**src/rtl/ppu_pkg.sv**
```systemverilog
// ppu_pkg: shared PPU background-fetch definitions.
//   - nametable / attribute base constants and screen geometry
//   - fetch FSM state enum, tile bundle struct, latched per-line context
//   - calc_line_ctx(): folds scanline + Y scroll into nametable row / nt_v
package ppu_pkg;

  localparam logic [15:0] NT_BASE   = 16'h2000;
  localparam logic [15:0] AT_OFFSET = 16'h03C0;
  localparam int          NT_ROWS   = 30;
  localparam int          LINE_ROWS = 240;

  typedef enum logic [2:0] {
    ST_IDLE, ST_NT, ST_AT, ST_PLO, ST_PHI, ST_PUSH, ST_DONE
  } fetch_state_e;

  typedef struct packed {
    logic [7:0] pt_lo;
    logic [7:0] pt_hi;
    logic [1:0] palette;
    logic [5:0] index;
  } tile_bundle_t;

  // Everything about a line that is frozen at line_start.
  typedef struct packed {
    logic [7:0] row;       // row within the selected nametable, 0..239
    logic       nt_v;      // vertical nametable select
    logic [8:0] scroll_x;  // {X nametable bit, scroll X}
    logic       pt_sel;    // background pattern table
  } line_ctx_t;

  // Scroll Y spans two stacked nametables (480 lines); wrap there, then
  // split into nametable select and row.
  function automatic line_ctx_t calc_line_ctx(input logic [8:0]  line_row,
                                              input logic [15:0] scroll,
                                              input logic [7:0]  ctrl1);
    logic [9:0] rs;
    line_ctx_t  c;
    rs = {1'b0, line_row} + {1'b0, ctrl1[1], scroll[15:8]};
    if (rs >= 10'(2 * LINE_ROWS)) rs = rs - 10'(2 * LINE_ROWS);
    c.nt_v     = (rs >= 10'(LINE_ROWS));
    c.row      = c.nt_v ? 8'(rs - 10'(LINE_ROWS)) : rs[7:0];
    c.scroll_x = {ctrl1[2], scroll[7:0]};
    c.pt_sel   = ctrl1[4];
    return c;
  endfunction

endpackage

```
**src/rtl/bg_tile_fetch_sequencer_if.sv**
```systemverilog
// bg_tile_fetch_sequencer_if: VRAM read port and tile loader port.
//   master: the fetch sequencer (drives req/addr and the tile bundle)
//   slave : VRAM arbiter + background shift-register loader
interface bg_tile_fetch_sequencer_if;
  logic        vram_rd_req;
  logic [15:0] vram_addr;
  logic        vram_rd_ack;
  logic [7:0]  vram_rd_data;
  logic        tile_valid;
  logic        tile_ready;
  logic [7:0]  tile_pt_lo;
  logic [7:0]  tile_pt_hi;
  logic [1:0]  tile_palette;
  logic [5:0]  tile_index;

  modport master (
    output vram_rd_req, vram_addr, tile_valid, tile_pt_lo, tile_pt_hi,
           tile_palette, tile_index,
    input  vram_rd_ack, vram_rd_data, tile_ready
  );

  modport slave (
    input  vram_rd_req, vram_addr, tile_valid, tile_pt_lo, tile_pt_hi,
           tile_palette, tile_index,
    output vram_rd_ack, vram_rd_data, tile_ready
  );
endinterface

```
**src/rtl/bg_tile_fetch_sequencer_addr_gen.sv**
```systemverilog
// bg_addr_gen: combinational VRAM address generator for one tile.
//   ctx        in  latched line context (row, nt_v, scroll_x, pt_sel)
//   tile_index in  tile column 0..TILES_PER_LINE-1 (one past is harmless)
//   nt_byte    in  fetched nametable byte (pattern index)
//   nt_addr / at_addr / plo_addr  out  nametable, attribute, low-plane address
//   at_shift   out bit offset of this tile's 2-bit palette in the attribute byte
module bg_addr_gen
  import ppu_pkg::*;
(
  input  line_ctx_t   ctx,
  input  logic [5:0]  tile_index,
  input  logic [7:0]  nt_byte,
  output logic [15:0] nt_addr,
  output logic [15:0] at_addr,
  output logic [15:0] plo_addr,
  output logic [2:0]  at_shift
);
  logic [8:0] col;
  logic [1:0] nt_sel;

  always_comb begin
    // 9-bit add wraps at 512 so crossing into the next horizontal table is free
    col      = {tile_index, 3'b000} + ctx.scroll_x;
    nt_sel   = {ctx.nt_v, col[8]};
    nt_addr  = NT_BASE | {4'b0, nt_sel, 10'b0} | {6'b0, ctx.row[7:3], 5'b0}
             | {11'b0, col[7:3]};
    at_addr  = NT_BASE | AT_OFFSET | {4'b0, nt_sel, 10'b0}
             | {10'b0, ctx.row[7:5], 3'b0} | {13'b0, col[7:5]};
    plo_addr = {3'b0, ctx.pt_sel, nt_byte, 1'b0, ctx.row[2:0]};
    at_shift = {ctx.row[4], col[4], 1'b0};
  end
endmodule

```
**src/rtl/bg_tile_fetch_sequencer.sv**
```systemverilog
// bg_tile_fetch_sequencer: per-scanline background tile fetcher.
//   clk, rst_n        clock, async active-low reset
//   line_start        pulse: start a line (ignored + overrun while busy)
//   line_row, cpu_scroll_addr, ppu_ctrl1   line parameters, latched on accept
//   bus (master)      VRAM req/ack read port + tile valid/ready bundle
//   busy, line_done, overrun   line status
// Each tile: NT, AT, PLO, PHI reads then PUSH; TILES_PER_LINE tiles, then DONE.
module bg_tile_fetch_sequencer
  import ppu_pkg::*;
#(
  parameter int TILES_PER_LINE = 33
) (
  input  logic        clk,
  input  logic        rst_n,
  input  logic        line_start,
  input  logic [8:0]  line_row,
  input  logic [15:0] cpu_scroll_addr,
  input  logic [7:0]  ppu_ctrl1,
  bg_tile_fetch_sequencer_if.master bus,
  output logic        busy,
  output logic        line_done,
  output logic        overrun
);
  fetch_state_e state_q, state_d;
  line_ctx_t    ctx_q, ctx_in, gen_ctx;
  logic [5:0]   tile_index_q, gen_index;
  logic [7:0]   nt_byte_q;
  tile_bundle_t tile_q;
  logic [15:0]  addr_q, nt_addr, at_addr, plo_addr;
  logic [2:0]   at_shift;
  logic         accept, rd_hit, last_tile, push_done;
  logic         unused_ctrl_bits;

  assign unused_ctrl_bits = ^{ppu_ctrl1[7:5], ppu_ctrl1[3], ppu_ctrl1[0]};

  assign ctx_in    = calc_line_ctx(line_row, cpu_scroll_addr, ppu_ctrl1);
  assign accept    = (state_q == ST_IDLE) && line_start;
  assign rd_hit    = bus.vram_rd_req && bus.vram_rd_ack;
  assign last_tile = (tile_index_q == 6'(TILES_PER_LINE - 1));
  assign push_done = (state_q == ST_PUSH) && bus.tile_ready;

  // The address register is loaded one edge ahead of the state that uses it,
  // so the generator looks at the context/index that state will see:
  // fresh inputs when accepting a line, the next tile when leaving PUSH.
  always_comb begin
    gen_ctx   = ctx_q;
    gen_index = tile_index_q;
    if (state_q == ST_IDLE) begin
      gen_ctx   = ctx_in;
      gen_index = '0;
    end else if (state_q == ST_PUSH) begin
      gen_index = tile_index_q + 6'd1;
    end
  end

  bg_addr_gen u_addr_gen (
    .ctx        (gen_ctx),
    .tile_index (gen_index),
    .nt_byte    (nt_byte_q),
    .nt_addr    (nt_addr),
    .at_addr    (at_addr),
    .plo_addr   (plo_addr),
    .at_shift   (at_shift)
  );

  always_comb begin
    state_d = state_q;
    case (state_q)
      ST_IDLE: if (line_start)      state_d = ST_NT;
      ST_NT:   if (rd_hit)          state_d = ST_AT;
      ST_AT:   if (rd_hit)          state_d = ST_PLO;
      ST_PLO:  if (rd_hit)          state_d = ST_PHI;
      ST_PHI:  if (rd_hit)          state_d = ST_PUSH;
      ST_PUSH: if (bus.tile_ready)  state_d = last_tile ? ST_DONE : ST_NT;
      ST_DONE:                      state_d = ST_IDLE;
      default:                      state_d = ST_IDLE;
    endcase
  end

  always_ff @(posedge clk or negedge rst_n) begin
    if (!rst_n) begin
      state_q      <= ST_IDLE;
      ctx_q        <= '0;
      tile_index_q <= '0;
      nt_byte_q    <= '0;
      tile_q       <= '0;
      addr_q       <= '0;
    end else begin
      state_q <= state_d;
      if (accept) begin
        ctx_q        <= ctx_in;
        tile_index_q <= '0;
        addr_q       <= nt_addr;
      end
      if (rd_hit) begin
        case (state_q)
          ST_NT: begin
            nt_byte_q <= bus.vram_rd_data;
            addr_q    <= at_addr;
          end
          ST_AT: begin
            tile_q.palette <= 2'(bus.vram_rd_data >> at_shift);
            addr_q         <= plo_addr;
          end
          ST_PLO: begin
            tile_q.pt_lo <= bus.vram_rd_data;
            addr_q       <= addr_q + 16'd8;  // high plane sits 8 bytes above
          end
          ST_PHI: begin
            tile_q.pt_hi <= bus.vram_rd_data;
            tile_q.index <= tile_index_q;
          end
          default: ;
        endcase
      end
      if (push_done) begin
        if (last_tile) begin
          tile_index_q <= '0;
        end else begin
          tile_index_q <= tile_index_q + 6'd1;
          addr_q       <= nt_addr;
        end
      end
    end
  end

  assign bus.vram_rd_req  = (state_q == ST_NT) || (state_q == ST_AT) ||
                            (state_q == ST_PLO) || (state_q == ST_PHI);
  assign bus.vram_addr    = addr_q;
  assign bus.tile_valid   = (state_q == ST_PUSH);
  assign bus.tile_pt_lo   = tile_q.pt_lo;
  assign bus.tile_pt_hi   = tile_q.pt_hi;
  assign bus.tile_palette = tile_q.palette;
  assign bus.tile_index   = tile_q.index;

  // DONE is not busy, but a line_start landing there is still rejected.
  assign busy      = (state_q != ST_IDLE) && (state_q != ST_DONE);
  assign line_done = (state_q == ST_DONE);
  assign overrun   = line_start && (state_q != ST_IDLE);
endmodule

```
**src/flat_wrapper.sv**
```systemverilog
// flat-port wrapper written by rule: the top's interface ports become plain ports
module bg_tile_fetch_sequencer_flat import ppu_pkg::*;
#(
  parameter int TILES_PER_LINE = 33
)
  (clk, rst_n, line_start, line_row, cpu_scroll_addr, ppu_ctrl1, busy, line_done, overrun, bus_vram_rd_req, bus_vram_addr, bus_tile_valid, bus_tile_pt_lo, bus_tile_pt_hi, bus_tile_palette, bus_tile_index, bus_vram_rd_ack, bus_vram_rd_data, bus_tile_ready);
  bg_tile_fetch_sequencer_if bus_i ();
  input  logic clk;
  input  logic rst_n;
  input  logic line_start;
  input  logic [8:0] line_row;
  input  logic [15:0] cpu_scroll_addr;
  input  logic [7:0] ppu_ctrl1;
  output logic busy;
  output logic line_done;
  output logic overrun;
  output wire logic [$bits(bus_i.vram_rd_req)-1:0] bus_vram_rd_req;
  output wire logic [$bits(bus_i.vram_addr)-1:0] bus_vram_addr;
  output wire logic [$bits(bus_i.tile_valid)-1:0] bus_tile_valid;
  output wire logic [$bits(bus_i.tile_pt_lo)-1:0] bus_tile_pt_lo;
  output wire logic [$bits(bus_i.tile_pt_hi)-1:0] bus_tile_pt_hi;
  output wire logic [$bits(bus_i.tile_palette)-1:0] bus_tile_palette;
  output wire logic [$bits(bus_i.tile_index)-1:0] bus_tile_index;
  input wire logic [$bits(bus_i.vram_rd_ack)-1:0] bus_vram_rd_ack;
  input wire logic [$bits(bus_i.vram_rd_data)-1:0] bus_vram_rd_data;
  input wire logic [$bits(bus_i.tile_ready)-1:0] bus_tile_ready;
  assign bus_vram_rd_req = bus_i.vram_rd_req;
  assign bus_vram_addr = bus_i.vram_addr;
  assign bus_tile_valid = bus_i.tile_valid;
  assign bus_tile_pt_lo = bus_i.tile_pt_lo;
  assign bus_tile_pt_hi = bus_i.tile_pt_hi;
  assign bus_tile_palette = bus_i.tile_palette;
  assign bus_tile_index = bus_i.tile_index;
  assign bus_i.vram_rd_ack = bus_vram_rd_ack;
  assign bus_i.vram_rd_data = bus_vram_rd_data;
  assign bus_i.tile_ready = bus_tile_ready;
  bg_tile_fetch_sequencer #(.TILES_PER_LINE(TILES_PER_LINE)) u_core (.clk(clk), .rst_n(rst_n), .line_start(line_start), .line_row(line_row), .cpu_scroll_addr(cpu_scroll_addr), .ppu_ctrl1(ppu_ctrl1), .bus(bus_i), .busy(busy), .line_done(line_done), .overrun(overrun));
endmodule
```
**config.mk**
```make
export PLATFORM = sky130hd
export DESIGN_NAME = bg_tile_fetch_sequencer_flat
export DESIGN_NICKNAME = d
export VERILOG_FILES = /design/src/rtl/ppu_pkg.sv /design/src/rtl/bg_tile_fetch_sequencer_if.sv /design/src/rtl/bg_tile_fetch_sequencer_addr_gen.sv /design/src/rtl/bg_tile_fetch_sequencer.sv /design/src/flat_wrapper.sv
export SDC_FILE = /design/constraint.sdc
export NUM_CORES = 1
export LEC_CHECK = 0
export BUFFER_PORTS_ARGS = -buffer_cell sky130_fd_sc_hd__buf_2
export CAP_MARGIN = 20
export CORE_MARGIN = 5
export CORE_UTILIZATION = 56
export DETAILED_ROUTE_END_ITERATION = 6
export MAX_ROUTING_LAYER = met4
export PLACE_DENSITY = 0.81
export SETUP_SLACK_MARGIN = 0.15
export SLEW_MARGIN = 20
export SYNTH_ARGS = -nofsm -noshare
export SYNTH_HDL_FRONTEND = slang
export SYNTH_SLANG_ARGS = --single-unit
```
**constraint.sdc**
```tcl
create_clock -name clk -period 4.39 [get_ports clk]
set_input_delay 0.2195 -clock clk [delete_from_list [all_inputs] [get_ports clk]]
set_output_delay 0.2195 -clock clk [all_outputs]
set_load 0.02 [all_outputs]
```
Word level (Yosys, flattened, before mapping)
Cells that the tools add are included.
- bits in registers: 76
- input bits: 46
- output and inout port bits: 45
- word-level logic and storage cells: 76
- add/subtract/negate cells: 6
- order comparisons: 2
- eq/ne operators: 14
- shift operators: 1
- multiplexer cells: 21
- bitwise gates (word level): 4
- reductions and logical operators: 16
- operator list (kind ; number):
    16-bit two-way mux ; 4
    16-bit one-hot mux with 3 select lines ; 1
    6-bit two-way mux ; 5
    3-bit two-way mux ; 7
    19-bit two-way mux ; 1
    3-bit one-hot mux with 6 select lines ; 1
    16-bit by 4-bit adder with 16-bit output (second input constant) ; 1
    16-bit by 3-bit OR with 16-bit output ; 1
    14-bit by 10-bit OR with 14-bit output ; 1
    14-bit by 5-bit OR with 14-bit output ; 1
    14-bit by 6-bit OR with 14-bit output ; 1
    9-bit by 9-bit adder with 10-bit output ; 1
    10-bit by 8-bit greater-or-equal comparator with 1-bit output (second input constant) ; 1
    10-bit by 9-bit greater-or-equal comparator with 1-bit output (second input constant) ; 1
    10-bit two-way mux ; 1
    2-bit by 1-bit != test with 1-bit output (second input constant) ; 5
    10-bit by 9-bit subtractor with 10-bit output (second input constant) ; 1
    9-bit adder ; 1
    3-bit == test (second input constant) ; 3
    8-bit two-way mux ; 1
    2-bit AND reduction ; 4
    8-bit by 3-bit >> shifter with 2-bit output ; 1
    8-bit subtractor (second input constant) ; 1
    6-bit by 1-bit adder with 6-bit output (second input constant) ; 1
    other kinds (11) ; 18

Logic depth before layout (Yosys ltp)
- depth in word-level cells: 14
- gate-level depth with buffers: 18
- mapped depth without buffers: 17

Hierarchy
A second synthesis with hierarchy kept.
- cells, all modules: 621
- area, all modules: 5434.0 um^2
- modules (own cells, without submodules) (module ; instances ; cells an instance ; area an instance (um^2) ; seq. area each (um^2)):
    bg_tile_fetch_sequencer ; 1 ; 555 ; 4902.2 ; 1901.8
    bg_addr_gen ; 1 ; 66 ; 531.8 ; 0.0

Worst setup path before layout
OpenSTA, ideal clock, no wires.
- path kind: register to register
- from: register u_core.state_q[1]
- to: register u_core.addr_q[2], in the netlist u_core.bus.vram_addr[2]
- data arrival time: 3.097 ns
- data required time: 4.259 ns
- setup slack: 1.162 ns
- stages on the path, launching flop included: 17
- clock period less this slack: 3.228 ns
- cell sequence: dfrtp_1 buf_2 nor3_1 clkbuf_8 clkbuf_1 mux2_2 ha_1 inv_1 fa_1 inv_1 a21o_1 a21oi_1 xnor2_1 a221oi_1 o21ai_0 a21oi_1 a21oi_1
- longest elaborated chain between the ends: 10
- ends and longest elaborated chain (item ; line ; text):
    from (decl) ; bg_tile_fetch_sequencer.sv:24 ; fetch_state_e state_q, state_d;
    from (signal assigned) ; bg_tile_fetch_sequencer.sv:89 ; state_q <= state_d;
    3-bit == test ; bg_tile_fetch_sequencer.sv:40, bg_tile_fetch_sequencer.sv:51 ;
    6-bit two-way mux ; bg_tile_fetch_sequencer.sv:51 ; end else if (state_q == ST_PUSH) begin
    6-bit two-way mux ; bg_tile_fetch_sequencer.sv:48 ; if (state_q == ST_IDLE) begin
    9-bit adder ; bg_tile_fetch_sequencer_addr_gen.sv:23 ; col = {tile_index, 3'b000} + ctx.scroll_x;
    14-bit by 5-bit OR with 14-bit output ; bg_tile_fetch_sequencer_addr_gen.sv:26 ; | {11'b0, col[7:3]};
    16-bit two-way mux ; bg_tile_fetch_sequencer.sv:90 ; if (accept) begin
    16-bit one-hot mux with 3 select lines ; bg_tile_fetch_sequencer.sv:96 ; case (state_q)
    16-bit two-way mux ; bg_tile_fetch_sequencer.sv:95 ; if (rd_hit) begin
    16-bit two-way mux ; bg_tile_fetch_sequencer.sv:117 ; if (last_tile) begin
    16-bit two-way mux (*) ; bg_tile_fetch_sequencer.sv:116 ; if (push_done) begin
    to (signal assigned) ; bg_tile_fetch_sequencer.sv:93 ; addr_q <= nt_addr;
    to (signal assigned) ; bg_tile_fetch_sequencer.sv:99 ; addr_q <= at_addr;
    to (signal assigned) ; bg_tile_fetch_sequencer.sv:121 ; addr_q <= nt_addr;
    to (decl) ; bg_tile_fetch_sequencer.sv:29 ; logic [15:0] addr_q, nt_addr, at_addr, plo_addr;
Mark *: on every way between the ends. The rest lies on a longest branch, timed or not.
A chain may end at the register's enable or synchronous reset.

Final worst setup path
- from: register u_core.state_q[2]
- to: register u_core.addr_q[2], in the netlist u_core.bus.vram_addr[2]
The elaborated chain is that of the path after synthesis.

==> results.md <==
- Most used cell, CP: a21oi_1
- DP HPWL: 9040 um
- Synth Area in Simple Gates: 17.5%
- DR DRC count: 0
- Seq/Total Area, Yosys: 38.1%
- Clock sinks: 73
- Post-synth EDFFs: 0
- Min-Delay Path Class: input port to flop
- Final slew viol count: 0
- H-tree levels: 3
- Clk_skew: 8.04 ps
- WL final: 12100 um
- CTS tree: yes
- Max incr delay on CP: 590 ps
- First-pass GRT wire length: 19600 um
- Cell taking the most area after synthesis: dfrtp_1
- Synth cell count leaders: dfrtp_1 (73), nand2_1 (73), nor2_1 (42)
- Antenna cell count: 0
- Post-Syn Instances: 526
- Status: finished clean
- Final setup fails: 0
- Worst endpoint data arrival time: 3750 ps
- DRT iter0 DRCs: 301
- Layout area overhead: 13.4%
- Crit-path cells: nand2_1, clkinv_1, nor2_1, nand2_1, o21ai_0, ha_1, inv_1, fa_1, inv_1, a21o_1, a21oi_1, xnor2_1, a221oi_1, o21ai_0, a21oi_1, a21oi_1
- Minimum clock period: 3530 ps
- Num CTS Buffers: 9
- Fill count: 690
- Total die area: 10500 sq um
- Die Y: 103 um
- Cell area power density: 683 nW/um^2
- Element type at the critical path end: flop
- Fraction of layout cells with a size suffix above 1: 26.7%
- Max rail drop VDD: 0.386 mV
- Synth Register Bits: 73
- FFs w/ async S/R, synth: 100%
- Max Clock Freq: 283 MHz
- Worst Path Buf+Inv: 3
- Synth Area in XOR/XNOR: 3.84%
- Avg Inst Size Synth: 9.12 sq um
- Syn nets: 593
- Total of max-cap violations: 0
- Yosys cell types: 69
- Total GRT Usage: 24.4%
- RSZ-0062 raised after global routing: no
- Vias: 4270
- Synth Area in Compound Gates: 19.3%
- Port Buffers: 82
- GRT overflow: 0
- Hold slack final: 68.5 ps
- Largest net degree at the start of global routing: 41
- Root Buffer: clkbuf_8
- Power consumption: 3.71 mW
- Adder-cell share of the synthesized area: 5.79%
- Pre-antenna DRT Iters: 5
- Die X-Extent: 103 um
- Max_slew headroom: 46.7%
- Non-filler cells, final: 707
- Fin nets: 664
- I/O pin count: 91
- Ys flop type: dfrtp_1
- Mapped Area: 4790 sq um
- Reg clk slew, reported paths: 80 ps
- Wire per inst: 17.1 um
- Number of global-route vias before repair: 4084
- Top delay family on crit path: compound AO/OA/AOI/OAI gates
- Leakage: 2.59 nW
- TNS Setup: 0 ps
- Worst-Skew Late Latency: 350 ps
- Worst-Margin Slew: 800 ps
- Worst path slowest cell: dfrtp_1
- Row Count: 33
- Final hold viol count: 0
- Longest Clk Path Bufs: 2
- Crit Path Max Fanout: 17
- Routed vias/inst: 6.04
- CP Class: flop to flop
- Placed Cells: 690
- Yosys warnings: 0
- Antenna violations before repair: 0
- Fin crit share: 80.4%
- Largest family of logic cells by synthesized area: compound AO/OA/AOI/OAI gates
- Worst Path Required: 4610 ps
- Setup repair bufs after CTS: 0
- Worst setup SP type: flop
- Core area: 8300 sq um
- GPL Wtd Cong: 0.897
- Antenna Nets Post-Route: 0
- Initial Util: 57.8%
- Ranking of synthesized cells by area: dfrtp_1 (38%), mux2_2 (8.2%), nand2_1 (5.7%)
- Post-synth top area share: 38.1%
- Mux contribution to synthesized area: 10.3%
==> where the power goes <==
part           switching, mW  internal, mW  total, mW
Sequential             0.231         0.951       1.18
Combinational           1.17         0.770       1.94
Clock                  0.267         0.323      0.591
Total                   1.67          2.04       3.71
==> worst register-to-register path: stages, from the launching register on <==
cell	delay, ps
dfrtp_1	590
nand2_1	310
clkinv_1	250
nor2_1	310
nand2_1	80
o21ai_0	120
ha_1	220
inv_1	60
fa_1	390
inv_1	80
a21o_1	120
a21oi_1	70
xnor2_1	160
a221oi_1	330
o21ai_0	120
a21oi_1	160
a21oi_1	60
==> layout make-up <==
cell class                      count  area, sq um  area share (%)
Clock buffer                       10          128            2.35
Clock inverter                      6         90.1            1.66
Sequential cell                    73         1830            33.6
Inverter                           18         67.6            1.24
Tap cell                          105          131            2.42
Timing Repair Buffer               89          465            8.56
Multi-Input combinational cell    406         2730            50.2
==> stage by stage <==
step	area [sq um]	setup WS [ps]	util, %
finish	5440	861	65.5
global route	5440	559	65.5
CTS	5430	936	65.5
detailed placement	5210	676	62.7
global placement	5210	784	62.7
floorplan	4790	1160	-
==> registers in the layout (all words and copies together) (netlist names) <==
name / flops
u_core.nt_byte_q: 8
u_core.bus.tile_pt_hi: 8
u_core.bus.tile_index: 6
u_core.bus.tile_palette: 2
u_core.ctx_q: 16
u_core.bus.vram_addr: 16
u_core.tile_index_q: 6
u_core.state_q: 3
u_core.bus.tile_pt_lo: 8
==> cell usage in the layout, fill, tap and decap left out, drive strengths merged, types with 10 or more instances in the layout <==
| master | instances |
|---|---|
| clkbuf | 10 |
| mux2 | 35 |
| mux2i | 10 |
| o21ai | 40 |
| inv | 19 |
| ha | 19 |
| xnor2 | 13 |
| nor2 | 42 |
| dfrtp | 73 |
| buf | 88 |
| nand3 | 16 |
| nand2 | 75 |
| a21oi | 39 |
==> cells by family (layout without fill, tap and decap cells) <==
kind of cell / count (synthesis) / after routing
simple gates: 180 / 180
flops: 73 / 73
compound gates: 139 / 139
xor+xnor: 21 / 21
buf+inv: 47 / 123
mux: 45 / 45
fa+ha+maj: 21 / 21
==> repair_timing <==
item | in CTS | in global routing
hold buffers | 1 | 0
resized for setup | 0 | 0
endpoints found under the hold margin | 33 | 0
==> path summary, 6_finish.rpt <==
| kind | startpoint | slack (ps) | endpoint | cells past startpoint |
|---|---|---|---|---|
| worst min register to register | u_core.ctx_q[7] | 480 | u_core.ctx_q[7] | 2 |
| max in group asynchronous | rst_n | 2890 | u_core.state_q[1] | 3 |
| min in group asynchronous | rst_n | 490 | u_core.bus.tile_index[4] | 2 |
| worst max-delay path | u_core.state_q[2] | 860 | u_core.bus.vram_addr[2] | 16 |
| worst min-delay path | ppu_ctrl1[4] | 70 | u_core.ctx_q[0] | 3 |
| worst max register to register | u_core.state_q[2] | 860 | u_core.bus.vram_addr[2] | 16 |
==> metal layers <==
layer,up-vias,global-route usage (%),wire [um]
met5,-,-,0
met4,0,7.87,205
met3,17,3.92,761
met2,170,39.0,6020
met1,2062,31.9,5130
li1,2021,-,-
(Power assumes the default switching activity.)
